===== config.mk =====
export PLATFORM = sky130hd
export DESIGN_NAME = safecrack_pro_fsm
export DESIGN_NICKNAME = d
export VERILOG_FILES = /design/src/rtl/safecrack_pro_fsm.sv
export SDC_FILE = /design/constraint.sdc
export NUM_CORES = 1
export LEC_CHECK = 0
export ABC_AREA = 1
export CAP_MARGIN = 5
export CELL_PAD_IN_SITES_DETAIL_PLACEMENT = 0
export CELL_PAD_IN_SITES_GLOBAL_PLACEMENT = 1
export CORE_ASPECT_RATIO = 1.2
export CORE_MARGIN = 3
export CORE_UTILIZATION = 45
export CTS_CLUSTER_DIAMETER = 100
export CTS_CLUSTER_SIZE = 30
export DETAILED_ROUTE_END_ITERATION = 10
export PLACE_DENSITY_LB_ADDON = 0.3
export SLEW_MARGIN = 10
export SYNTH_ARGS = -nofsm -noshare
export SYNTH_HDL_FRONTEND = slang
export SYNTH_SLANG_ARGS = --single-unit

===== constraint.sdc =====
create_clock -name clk -period 3 [get_ports clk]
set_input_delay 0.9 -clock clk [delete_from_list [all_inputs] [get_ports clk]]
set_output_delay 0.9 -clock clk [all_outputs]
set_load 0.01 [all_outputs]

===== src/rtl/safecrack_pro_fsm.sv =====
// rtl/safecrack_pro_fsm.sv - SafeCrack Pro lock controller with programmable code and lockout
module safecrack_pro_fsm #(
  parameter int          NUM_BTN        = 4,
  parameter int          CODE_LEN       = 3,
  parameter logic [23:0] DEFAULT_CODE   = 24'h24,
  parameter int          ERR_CYCLES     = 150_000_000,
  parameter int          OPEN_CYCLES    = 250_000_000,
  parameter int          MAX_FAILS      = 3,
  parameter int          LOCKOUT_CYCLES = 500_000_000
) (
  input  logic               clk,
  input  logic               rstn,
  input  logic [NUM_BTN-1:0] btn_n,
  input  logic               prog_en,
  output logic [8:0]         leds_green,
  output logic [17:0]        leds_red,
  output logic               unlocked,
  output logic               locked_out,
  output logic [3:0]         fail_cnt
);

  localparam int DW    = $clog2(NUM_BTN);
  localparam int CW    = CODE_LEN * DW;
  localparam int MAX_A = (ERR_CYCLES > OPEN_CYCLES) ? ERR_CYCLES : OPEN_CYCLES;
  localparam int MAXT  = (MAX_A > LOCKOUT_CYCLES) ? MAX_A : LOCKOUT_CYCLES;
  localparam int TW    = ($clog2(MAXT) < 1) ? 1 : $clog2(MAXT);
  localparam int IW    = $clog2(CODE_LEN + 1);

  localparam logic [2:0] ENTRY   = 3'd0;
  localparam logic [2:0] ERROR   = 3'd1;
  localparam logic [2:0] OPEN    = 3'd2;
  localparam logic [2:0] PROG    = 3'd3;
  localparam logic [2:0] LOCKOUT = 3'd4;

  logic [2:0]         state;
  logic [IW-1:0]      idx;
  logic [IW-1:0]      pidx;
  logic [CW-1:0]      code_reg;
  logic [CW-1:0]      shadow;
  logic [CW-1:0]      shadow_next;
  logic [TW-1:0]      timer;
  logic [NUM_BTN-1:0] sync1;
  logic [NUM_BTN-1:0] sync2;
  logic [NUM_BTN-1:0] prev;
  logic [NUM_BTN-1:0] edges;
  logic               any_edge;
  logic               valid_digit;
  logic [DW-1:0]      digit;
  logic [3:0]         fail_inc;

  // Synchronise the inverted buttons and keep a delayed copy for rising-edge detection
  always_ff @(posedge clk or negedge rstn) begin
    if (!rstn) begin
      sync1 <= '0;
      sync2 <= '0;
      prev  <= '0;
    end else begin
      sync1 <= ~btn_n;
      sync2 <= sync1;
      prev  <= sync2;
    end
  end

  assign edges       = sync2 & ~prev;
  assign any_edge    = |edges;
  assign valid_digit = any_edge && ((edges & (edges - NUM_BTN'(1))) == '0);
  assign fail_inc    = (fail_cnt == 4'hF) ? fail_cnt : fail_cnt + 4'd1;

  // Encode the single pressed button into a digit and merge it into the programming shadow
  always_comb begin
    digit       = '0;
    for (int i = 0; i < NUM_BTN; i++) begin
      if (edges[i]) digit = DW'(i);
    end
    shadow_next = shadow;
    shadow_next[pidx*DW +: DW] = digit;
  end

  // Main lock state machine with code, fail counter and dwell timer
  always_ff @(posedge clk or negedge rstn) begin
    if (!rstn) begin
      state    <= ENTRY;
      idx      <= '0;
      pidx     <= '0;
      code_reg <= DEFAULT_CODE[CW-1:0];
      shadow   <= '0;
      fail_cnt <= '0;
      timer    <= '0;
    end else begin
      case (state)
        ENTRY: begin
          if (any_edge) begin
            if (valid_digit && (digit == code_reg[idx*DW +: DW])) begin
              if (idx == IW'(CODE_LEN - 1)) begin
                state    <= OPEN;
                idx      <= '0;
                fail_cnt <= '0;
                timer    <= TW'(OPEN_CYCLES - 1);
              end else begin
                idx <= idx + IW'(1);
              end
            end else begin
              fail_cnt <= fail_inc;
              idx      <= '0;
              if (fail_inc == 4'(MAX_FAILS)) begin
                state <= LOCKOUT;
                timer <= TW'(LOCKOUT_CYCLES - 1);
              end else begin
                state <= ERROR;
                timer <= TW'(ERR_CYCLES - 1);
              end
            end
          end
        end
        ERROR: begin
          if (timer == '0) begin
            state <= ENTRY;
            idx   <= '0;
          end else begin
            timer <= timer - TW'(1);
          end
        end
        OPEN: begin
          if (prog_en) begin
            state <= PROG;
            pidx  <= '0;
          end else if (timer == '0) begin
            state <= ENTRY;
            idx   <= '0;
          end else begin
            timer <= timer - TW'(1);
          end
        end
        PROG: begin
          if (!prog_en) begin
            state <= ENTRY;
            idx   <= '0;
          end else if (valid_digit) begin
            shadow <= shadow_next;
            if (pidx == IW'(CODE_LEN - 1)) begin
              code_reg <= shadow_next;
              state    <= ENTRY;
              idx      <= '0;
            end else begin
              pidx <= pidx + IW'(1);
            end
          end
        end
        LOCKOUT: begin
          if (timer == '0) begin
            state    <= ENTRY;
            idx      <= '0;
            fail_cnt <= '0;
          end else begin
            timer <= timer - TW'(1);
          end
        end
        default: begin
          state <= ENTRY;
          idx   <= '0;
        end
      endcase
    end
  end

  // Decode LED banks from the registered state and digit counters
  always_comb begin
    leds_green = '0;
    leds_red   = '0;
    case (state)
      ENTRY: begin
        for (int i = 0; i < 8; i++) leds_green[i] = (i <= int'(idx));
      end
      OPEN:    leds_green = 9'h1FF;
      PROG: begin
        leds_green[8] = 1'b1;
        for (int i = 0; i < 8; i++) leds_green[i] = (i < int'(pidx));
      end
      ERROR:   leds_red[0] = 1'b1;
      LOCKOUT: leds_red = 18'h3FFFF;
      default: leds_green = '0;
    endcase
  end

  assign unlocked   = (state == OPEN) || (state == PROG);
  assign locked_out = (state == LOCKOUT);

endmodule


Word-level counts from Yosys, hierarchy flattened
Cells that the tools add are included.

storage, ports and cells
  output and inout bits = 33
  register bits after elaboration = 64
  word-level logic and storage cells = 112

cells by class
  muxes and demuxes = 45
  add/subtract/negate cells = 6
  equality and inequality tests = 19
  shift-type cells = 3
  bitwise gates (word level) = 4
  order comparisons = 6
  reduce and logical (&&, ||, !) cells = 19

operator list
  kind                                                  number
  two-way mux 29 bit                                    6
  one-hot mux 29 bit (3 select lines)                   1
  negator 3 -> 34 bit                                   1
  variable shift 2 x 34 -> 6 bit, first input constant  1
  variable part select 2 x 34 -> 6 bit                  1
  logical NOT 29 bit                                    1
  subtractor 29 x 1 -> 29 bit, second input constant    1
  two-way mux 2 bit                                     14
  two-way mux 3 bit                                     9
  one-hot mux 8 bit (3 select lines)                    1
  two-way mux 4 bit                                     5
  AND reduction 4 bit                                   5
  two-way mux 17 bit                                    1
  != test 2 bit, second input constant                  6
  one-hot mux 3 bit (4 select lines)                    1
  != test 3 bit, second input constant                  3
  bitwise AND 4 bit                                     2
  inverter 4 bit                                        2
  one-hot mux 2 bit (4 select lines)                    1
  one-hot mux 4 bit (2 select lines)                    1
  bitwise mux 6 bit                                     1
  equality test 3 x 2 -> 1 bit, second input constant   2
  variable part select 6 x 4 -> 2 bit                   1
  AND reduction 5 bit                                   1
  other kinds (25)                                      34

Longest topological paths before layout
Gate-level depths: netlist of run 1.

  depth in word-level cells = 10
  depth in mapped cells = 14

Least setup slack after synthesis of run 1
No wires, ideal clock.

  kind = reg-to-output
  from = register state[0]
  to = output port leds_red[10]
  cell stages (with the launch flop) = 5
  path buffers = 1
  data required time = 2.100 ns
  data arrival time = 1.258 ns
  slack = 0.842 ns
  cells stage by stage = dfrtp_1 > nor2_2 > nand2_1 > inv_1 > buf_4

on the way
  word-level cells in the longest chain between the ends = 2

ends and longest elaborated chain
  what                    RTL line  text
  from (decl)             35        logic [2:0] state;
  from (signal assigned)  82        state <= ENTRY;
  from (signal assigned)  95        state <= OPEN;
  from (signal assigned)  106       state <= LOCKOUT;
  equality test 3 bit     n/a
  named net locked_out    18        output logic locked_out,
  two-way mux 17 bit      170       case (state)
  to (decl)               16        output logic [17:0] leds_red,

The timed path passes the listed nets, and every way through them passes these cells.

Worst setup path in the final report of run 1
  from = register pidx[0]
  to = output port leds_green[0]

on the way
  word-level cells in the longest chain between the ends = 2

ends and longest elaborated chain
  what                                 RTL line  text
  from (decl)                          37        logic [IW-1:0] pidx;
  from (signal assigned)               145       pidx <= pidx + IW'(1);
  less-than comparator 1 x 2 -> 1 bit  177       for (int i = 0; i < 8; i++) leds_green[i] = (i < int'(pidx));
  one-hot mux 8 bit (3 select lines)   170
  to (decl)                            15        output logic [8:0] leds_green,

Every way passes these cells.

==> results of run 1 <==
-- cell usage in the layout, fill, tap and decap left out, drive strengths merged, types with 5 or more instances in the layout --
cell and count:
a21oi 10, buf 12, clkbuf 11, clkdlybuf4s50 36, dfrtp 62, ha 8
inv 66, nand2 218, nand3 43, nand4 18, nor2 72, o21ai 35
o22ai 7, xnor2 7, xor2 5
-- routing by layer --
layer / up-vias / share of wire, % / track usage, %
li1: 1947 / - / -
met1: 1794 / 46 / 27.0
met2: 92 / 47 / 31.9
met3: 14 / 4.3 / 2.31
met4: 0 / 2.7 / 11.0
met5: - / 0 / 0
-- critical path, stage by stage (launching register included) --
cell and delay, ns:
dfrtp_1 0.43, inv_1 0.16, ha_1 0.26, o211ai_1 0.21
clkdlybuf4s50_1 0.57
-- kinds of logic after synthesis --
logic type	synth area share, %
compound gates	8.02
xor+xnor	2.53
fa+ha+maj	2.41
buf+inv	11.7
flops	38.6
simple gates	36.7
-- cell type report --
type,count,area share [%]
Clock buffer,11,2.97
Clock inverter,5,1.18
Inverter,67,5.37
Multi-Input combinational cell,438,43.4
Sequential cell,64,33.7
Tap cell,117,3.08
Timing Repair Buffer,50,10.1
Timing Repair inverter,1,0.105
-- report_power, final --
group,leakage (nW),switching (mW),total (mW),internal [mW]
logic,1.47,1.68,2.69,1.02
registers,0.790,0.300,1.47,1.17
clock network,0.0993,0.359,0.764,0.405
total,2.36,2.34,4.93,2.59
-- metrics by stage --
step | setup slack (ns) | instances | power, mW | hold slack (ns) | utilization [%]
after floorplan | 0.842 | 602 | 3.43 | 0.331 | -
after global placement | 0.392 | 732 | 4.10 | 0.333 | 51.3
after detailed placement | 0.335 | 732 | 4.15 | 0.336 | 51.3
after CTS | 0.0479 | 748 | 4.93 | 0.343 | 53.6
after global routing | 0.00618 | 753 | 5.45 | 0.358 | 54.1
final | 0.107 | 753 | 4.93 | 0.340 | 54.1
-- how the worst max path moves through the flow --
stage	start	slack, ns	end
3_5_place_dp	state[0]$_DFFE_PN0P_	0.33	leds_red[11]
5_1_grt	state[0]$_DFFE_PN0P_	0.006	leds_red[15]
6_report	pidx[0]$_DFFE_PN0P_	0.11	leds_green[0]
2_1_floorplan	state[0]$_DFFE_PN0P_	0.84	leds_red[10]
4_1_cts	state[0]$_DFFE_PN0P_	0.05	leds_green[3]
3_3_place_gp	state[1]$_DFFE_PN0P_	0.39	leds_red[12]
-- what timing repair did --
action	in CTS	in global routing
pin swaps	0	1
buffers inserted	0	4
endpoints found under the setup margin	19	20
cloned	0	1
resized for setup	2	2
==> results.txt, run 1 <==
Antenna diode count = 0
Cell Rows = 37
Setup CP Type = register to primary output
Rel. slew slack = 67.9%
Max-Cap Viols = 0
Count leader, synth = nand2_1
Outcome = finished, final reports clean
Register area = 1600 sq um
Die Height = 111 um
Remaining DRCs = 0
Initial antenna violation count = 0
1st-iter DRT viols = 248
Clock Skew = 0.0134 ns
Antenna-violating nets left = 0
Largest net degree at the start of global routing = 39
Core area = 8800 sq um
Fin Setup TNS = 0 ns
Post-Layout Inst Area = 4760 sq um
Worst r2r dst = timer[22]$_DFFE_PN0P_
Vias per cell = 5.11
Register-to-Register Path Depth = 10
Hold path start = sync1[0]$_DFF_PN0_
P&R area growth vs syn = 14.6%
Instance count of the mapped netlist = 602
Final HPWL DP = 7.14 mm
Post-synth top cells = nand2_1, dfrtp_1, nor2_1
H-tree levels = 3
CP Data Required Time = 2.10 ns
Seq/Total Area, Yosys = 38.6%
Area of the multi-input gates = 2070 sq um
FF+latch count, synth = 64
Setup violation total in the final timing report = 0
CTS tree = built
Post-synth ARST share = 100%
Largest register FFs = 29
Leakage = 2.36 nW
Initial Utilization = 47.2%
Nets = 646
# fillers = 844
Main synth FF type = dfrtp_1
Worst-Skew Late Latency = 0.36 ns
Crit end category = primary output
WHS Path Cells = 0
Tmin final = 2.89 ns
Root Driver = clkbuf_8
Largest area contributor in the netlist = dfrtp_1
Worst Tran Pin Value = 0.482 ns
Overflow after GRT = 0
CTS Buffer Depth = 2
1st-pass router iterations = 4
Die X = 93.7 um
Final period utilization = 96.4%
Post-synth EDFFs = 0
Arr. time, crit path = 1.99 ns
Io pins = 40
Total GRT Usage = 20.3%
Pins Over Slew Limit = 0
Synthesized area = 4150 sq um
Total die area = 10400 sq um
Peak supply drop = 0.000393 V
Vias in the first global route = 3665
Final-report hold violation count = 0
RSZ-0062 raised after global routing = no
First-pass GRT wire length = 16.9 mm
Startpoint class of the critical path = register
Final GP Congestion = 0.827
Clock sink count = 64
Cell Area, Placed = 4520 sq um
Hold_buf cts = 0
Vias = 3847
Drt total wl = 9.89 mm
PD cells = 1040 nW/um^2
IO Port Bufs = 39
Yosys warns = 0
Worst-path fanout max = 7
Hold Crit Class = register to register
Fraction of layout cells with a size suffix above 1 = 8.96%
Syn nets = 617
Area contributors post-synth = dfrtp_1, nand2_1, nor2_1, inv_1, nand3_1
Yosys top cell area share = 37.4%
FF-to-FF Start = state[2]$_DFFE_PN0P_
Yosys cell types = 34
Reg-to-reg slack, setup = 0.66 ns
Num CTS Buffers = 9
FMAX = 346 MHz
Worst-path clk slew = 0.08 ns
WL/cell = 13.1 um
Post-Synthesis Mean Instance Area = 6.90 sq um
Worst Hold End = sync2[0]$_DFF_PN0_
Power figures use the tool's default switching activity.
==> inputs of run 2 (changes only) <==
--- a/config.mk
+++ b/config.mk
@@ -5,13 +5,12 @@
 export SDC_FILE = /design/constraint.sdc
 export NUM_CORES = 1
 export LEC_CHECK = 0
-export ABC_AREA = 1
 export CAP_MARGIN = 5
 export CELL_PAD_IN_SITES_DETAIL_PLACEMENT = 0
 export CELL_PAD_IN_SITES_GLOBAL_PLACEMENT = 1
 export CORE_ASPECT_RATIO = 1.2
 export CORE_MARGIN = 3
-export CORE_UTILIZATION = 45
+export CORE_UTILIZATION = 44
 export CTS_CLUSTER_DIAMETER = 100
 export CTS_CLUSTER_SIZE = 30
 export DETAILED_ROUTE_END_ITERATION = 10
==> constraint.sdc (replaced) <==
create_clock -name clk -period 2.9 [get_ports clk]
set_input_delay 0.87 -clock clk [delete_from_list [all_inputs] [get_ports clk]]
set_output_delay 0.87 -clock clk [all_outputs]
set_load 0.01 [all_outputs]
==> run 2 against run 1 <==
Net effect: register-to-register slack got worse by 0.43 ns; critical path depth rose by 1; clock power rose by 13%; highest routed layer unchanged; clock skew fell by 0.0045 ns; wire length fell by 13%; hold slack improved by 0.0085 ns; global-route usage fell by 1.4 points; synthesized cell count fell by 31%; total power fell by 4.5%; utilization rose by 0.21 points; worst setup slack improved by 0.0066 ns; largest cell class unchanged; die area fell by 6.8%.
==> results.txt, run 2 <==
DP Worst Slack = 0.215 ns (-0.120 ns)
Vias per cell = 5.60 (+9.6%)
Worst Hold End = sync2[3]$_DFF_PN0_
Die X = 90.5 um (-3.4%)
Final period utilization = 96.1%
Setup violation total in the final timing report = 0 (unchanged)
RSZ-0062 raised after global routing = no
P&R area growth vs syn = 18.8%
Vias = 3197 (-17%)
Yosys cell types = 60 (+76%)
Main synth FF type = dfrtp_1
Nets = 467 (-28%)
Post-synth EDFFs = 0 (unchanged)
Worst path slowest cell = clkdlybuf4s50_1
Final HPWL DP = 6.17 mm (-14%)
Worst-path fanout max = 7 (unchanged)
Area of the multi-input gates = 1900 sq um (-8.2%)
Setup CP Type = register to primary output
Yosys top cell area share = 41.2% (+3.8 points)
CP Buf/Inv Count = 2 (unchanged)
Hold path start = sync1[3]$_DFF_PN0_
Instance count of the mapped netlist = 418 (-31%)
# fillers = 776 (-8.1%)
Worst r2r dst = timer[9]$_DFFE_PN0P_
Syn nets = 433 (-30%)
Global-route met1 utilization = 24.1% (-3.0 points)
Remaining DRCs = 0 (unchanged)
Synthesized area = 3770 sq um (-9.3%)
First-pass GRT wire length = 14.7 mm (-13%)
IO Port Bufs = 39 (unchanged)
Leakage = 1.84 nW (-22%)
Largest area contributor in the netlist = dfrtp_1
Global routing usage on met3 = 3.50% (+1.2 points)
Met2 usage = 31.7% (-0.22 points)
Drt total wl = 8.57 mm (-13%)
CP cell instances = inv_1, ha_2, nand2b_1, a21oi_1, clkdlybuf4s50_1
Root Driver = clkbuf_8
Overflow after GRT = 0 (unchanged)
FF-to-FF Start = timer[18]$_DFFE_PN0P_
Register area = 1610 sq um (+0.39%)
Most frequent cells in the layout = dfrtp_1, nor2_1, clkdlybuf4s50_1, nand2_1, a21oi_1
Post-synth top cells = dfrtp_1, nor2_1, nand2_1
FF+latch count, synth = 64 (unchanged)
Seq/Total Area, Yosys = 42.6% (+4.0 points)
Cell Rows = 36 (-2.7%)
Startpoint class of the critical path = register
Total die area = 9710 sq um (-6.8%)
Final Non-Filler Cells = 571 (-24%)
Largest net degree at the start of global routing = 34 (-13%)
Cells after DPL = 554 (-24%)
Critical Path Max Stage Delay = 0.54 ns (-0.03 ns)
CTS Buffer Depth = 2 (unchanged)
Io pins = 40 (unchanged)
Worst setup margin = 0.114 ns (+0.00665 ns)
Reg-to-reg slack, setup = 0.23 ns (-0.43 ns)
Initial Utilization = 45.7% (-1.5 points)
Post-Synthesis Mean Instance Area = 9.01 sq um (+31%)
Die Height = 107 um (-3.5%)
CTS tree = built
H-tree levels = 3 (unchanged)
Core area = 8240 sq um (-6.3%)
Yosys warns = 0 (unchanged)
Arr. time, crit path = 1.92 ns (-0.07 ns)
Crit end category = primary output
Largest register FFs = 29 (unchanged)
Peak supply drop = 0.000606 V (+54%)
Worst-path clk slew = 0.07 ns (about the same)
Worst-Skew Late Latency = 0.35 ns (about the same)
WL/cell = 15.0 um (+14%)
Vias in the first global route = 3036 (-17%)
Antenna-violating nets left = 0 (unchanged)
Delay-heaviest family, CP = buffers and inverters
Pins Over Slew Limit = 0 (unchanged)
Num CTS Buffers = 9 (unchanged)
CP Data Required Time = 2.03 ns (-0.07 ns)
Rel. slew slack = 50.5% (-17 points)
Worst Tran Pin Value = 0.742 ns (+0.260 ns)
Post-synth ARST share = 100% (unchanged)
FMAX = 359 MHz
Tmin final = 2.79 ns
Hold Crit Class = register to register
Fraction of layout cells with a size suffix above 1 = 14.7% (+5.7 points)
Fin Setup TNS = 0 ns (unchanged)
Clock sink count = 64 (unchanged)
Commonest non-fill, non-tap cell in the layout = dfrtp_1
Count leader, synth = dfrtp_1
WHS Path Cells = 0 (unchanged)
Final-report hold violation count = 0 (unchanged)
Max-Cap Viols = 0 (unchanged)
Total GRT Usage = 18.9% (-1.4 points)
Area contributors post-synth = dfrtp_1, nor2_1, buf_4, a21oi_1, o21ai_0
1st-pass router iterations = 4 (unchanged)
PD cells = 1050 nW/um^2 (+1.5%)
Clock Skew = 0.00885 ns (-0.00455 ns)
Initial antenna violation count = 0 (unchanged)
Outcome = finished, final reports clean
Final GP Congestion = 0.834 (+0.87%)
1st-iter DRT viols = 157 (-37%)
Register-to-Register Path Depth = 7 (-3)
Antenna diode count = 0 (unchanged)
Gr busiest metal = met2
## run 2: cell count changes in the layout (fill, tap and decap cells not counted), moves of 19 or more
| cell | change |
|---|---|
| inv_1 | -44 |
| nand3_1 | -34 |
| nand2_1 | -187 |
| nor3_1 | +19 |
| a21oi_1 | +19 |
## run 2: worst max path at each step
stage | startpoint | end | slack, ns | cells past startpoint
floorplan | state[0]$_DFFE_PN0P_ | leds_red[10] | 0.34 | 3
global placement | pidx[0]$_DFFE_PN0P_ | leds_green[0] | 0.25 | 5
detailed placement | prog_en | fail_cnt[1]$_DFFE_PN0P_ | 0.21 | 6
CTS | state[0]$_DFFE_PN0P_ | leds_green[3] | 0.03 | 4
global route | state[1]$_DFFE_PN0P_ | leds_red[7] | 0.01 | 4
finish | pidx[0]$_DFFE_PN0P_ | leds_green[0] | 0.11 | 5
## run 2: kinds of logic (layout without fill, tap and decap cells)
family	Yosys count	in the layout	synth area share [%]
simple gates	160	160	21.7
compound gates	118	118	20.9
flops	64	64	42.6
buf+inv	50	89	7.41
mux	12	12	3.42
fa+ha+maj	8	8	2.66
xor+xnor	6	6	1.40
## run 2: layout make-up
| class | count | area share, % |
|---|---|---|
| Sequential cell | 64 | 36.0 |
| Clock inverter | 6 | 1.85 |
| Inverter | 14 | 1.17 |
| Multi-Input combinational cell | 304 | 42.4 |
| Timing Repair Buffer | 59 | 12.3 |
| Clock buffer | 10 | 3.08 |
| Tap cell | 114 | 3.19 |
## run 2: timing repair
item | CTS | global route
gates resized for setup | 4 | 5
setup buffers | 1 | 0
setup endpoints to repair | 2 | 20
hold buffers | 0 | 0
## run 2: through the flow
stage / cell area (sq um) / utilization [%] / total power, mW / hold WS (ns)
2_1_floorplan: 3770 / - / 3.10 / 0.331
3_3_place_gp: 4230 / 51.3 / 3.80 / 0.335
3_5_place_dp: 4230 / 51.3 / 3.85 / 0.336
4_1_cts: 4460 / 54.1 / 4.73 / 0.352
5_1_grt: 4470 / 54.3 / 5.08 / 0.356
6_report: 4470 / 54.3 / 4.71 / 0.349
## run 2: layer usage
metal	vias to the layer above	wire, um
met5	-	0
met4	0	139
met3	12	469
met2	90	4090
met1	1525	3870
li1	1570	-
## run 2: power by group
group | total (mW) | switching (mW) | internal (mW)
clock network | 0.867 | 0.365 | 0.503
logic | 2.43 | 1.33 | 1.09
registers | 1.41 | 0.279 | 1.14
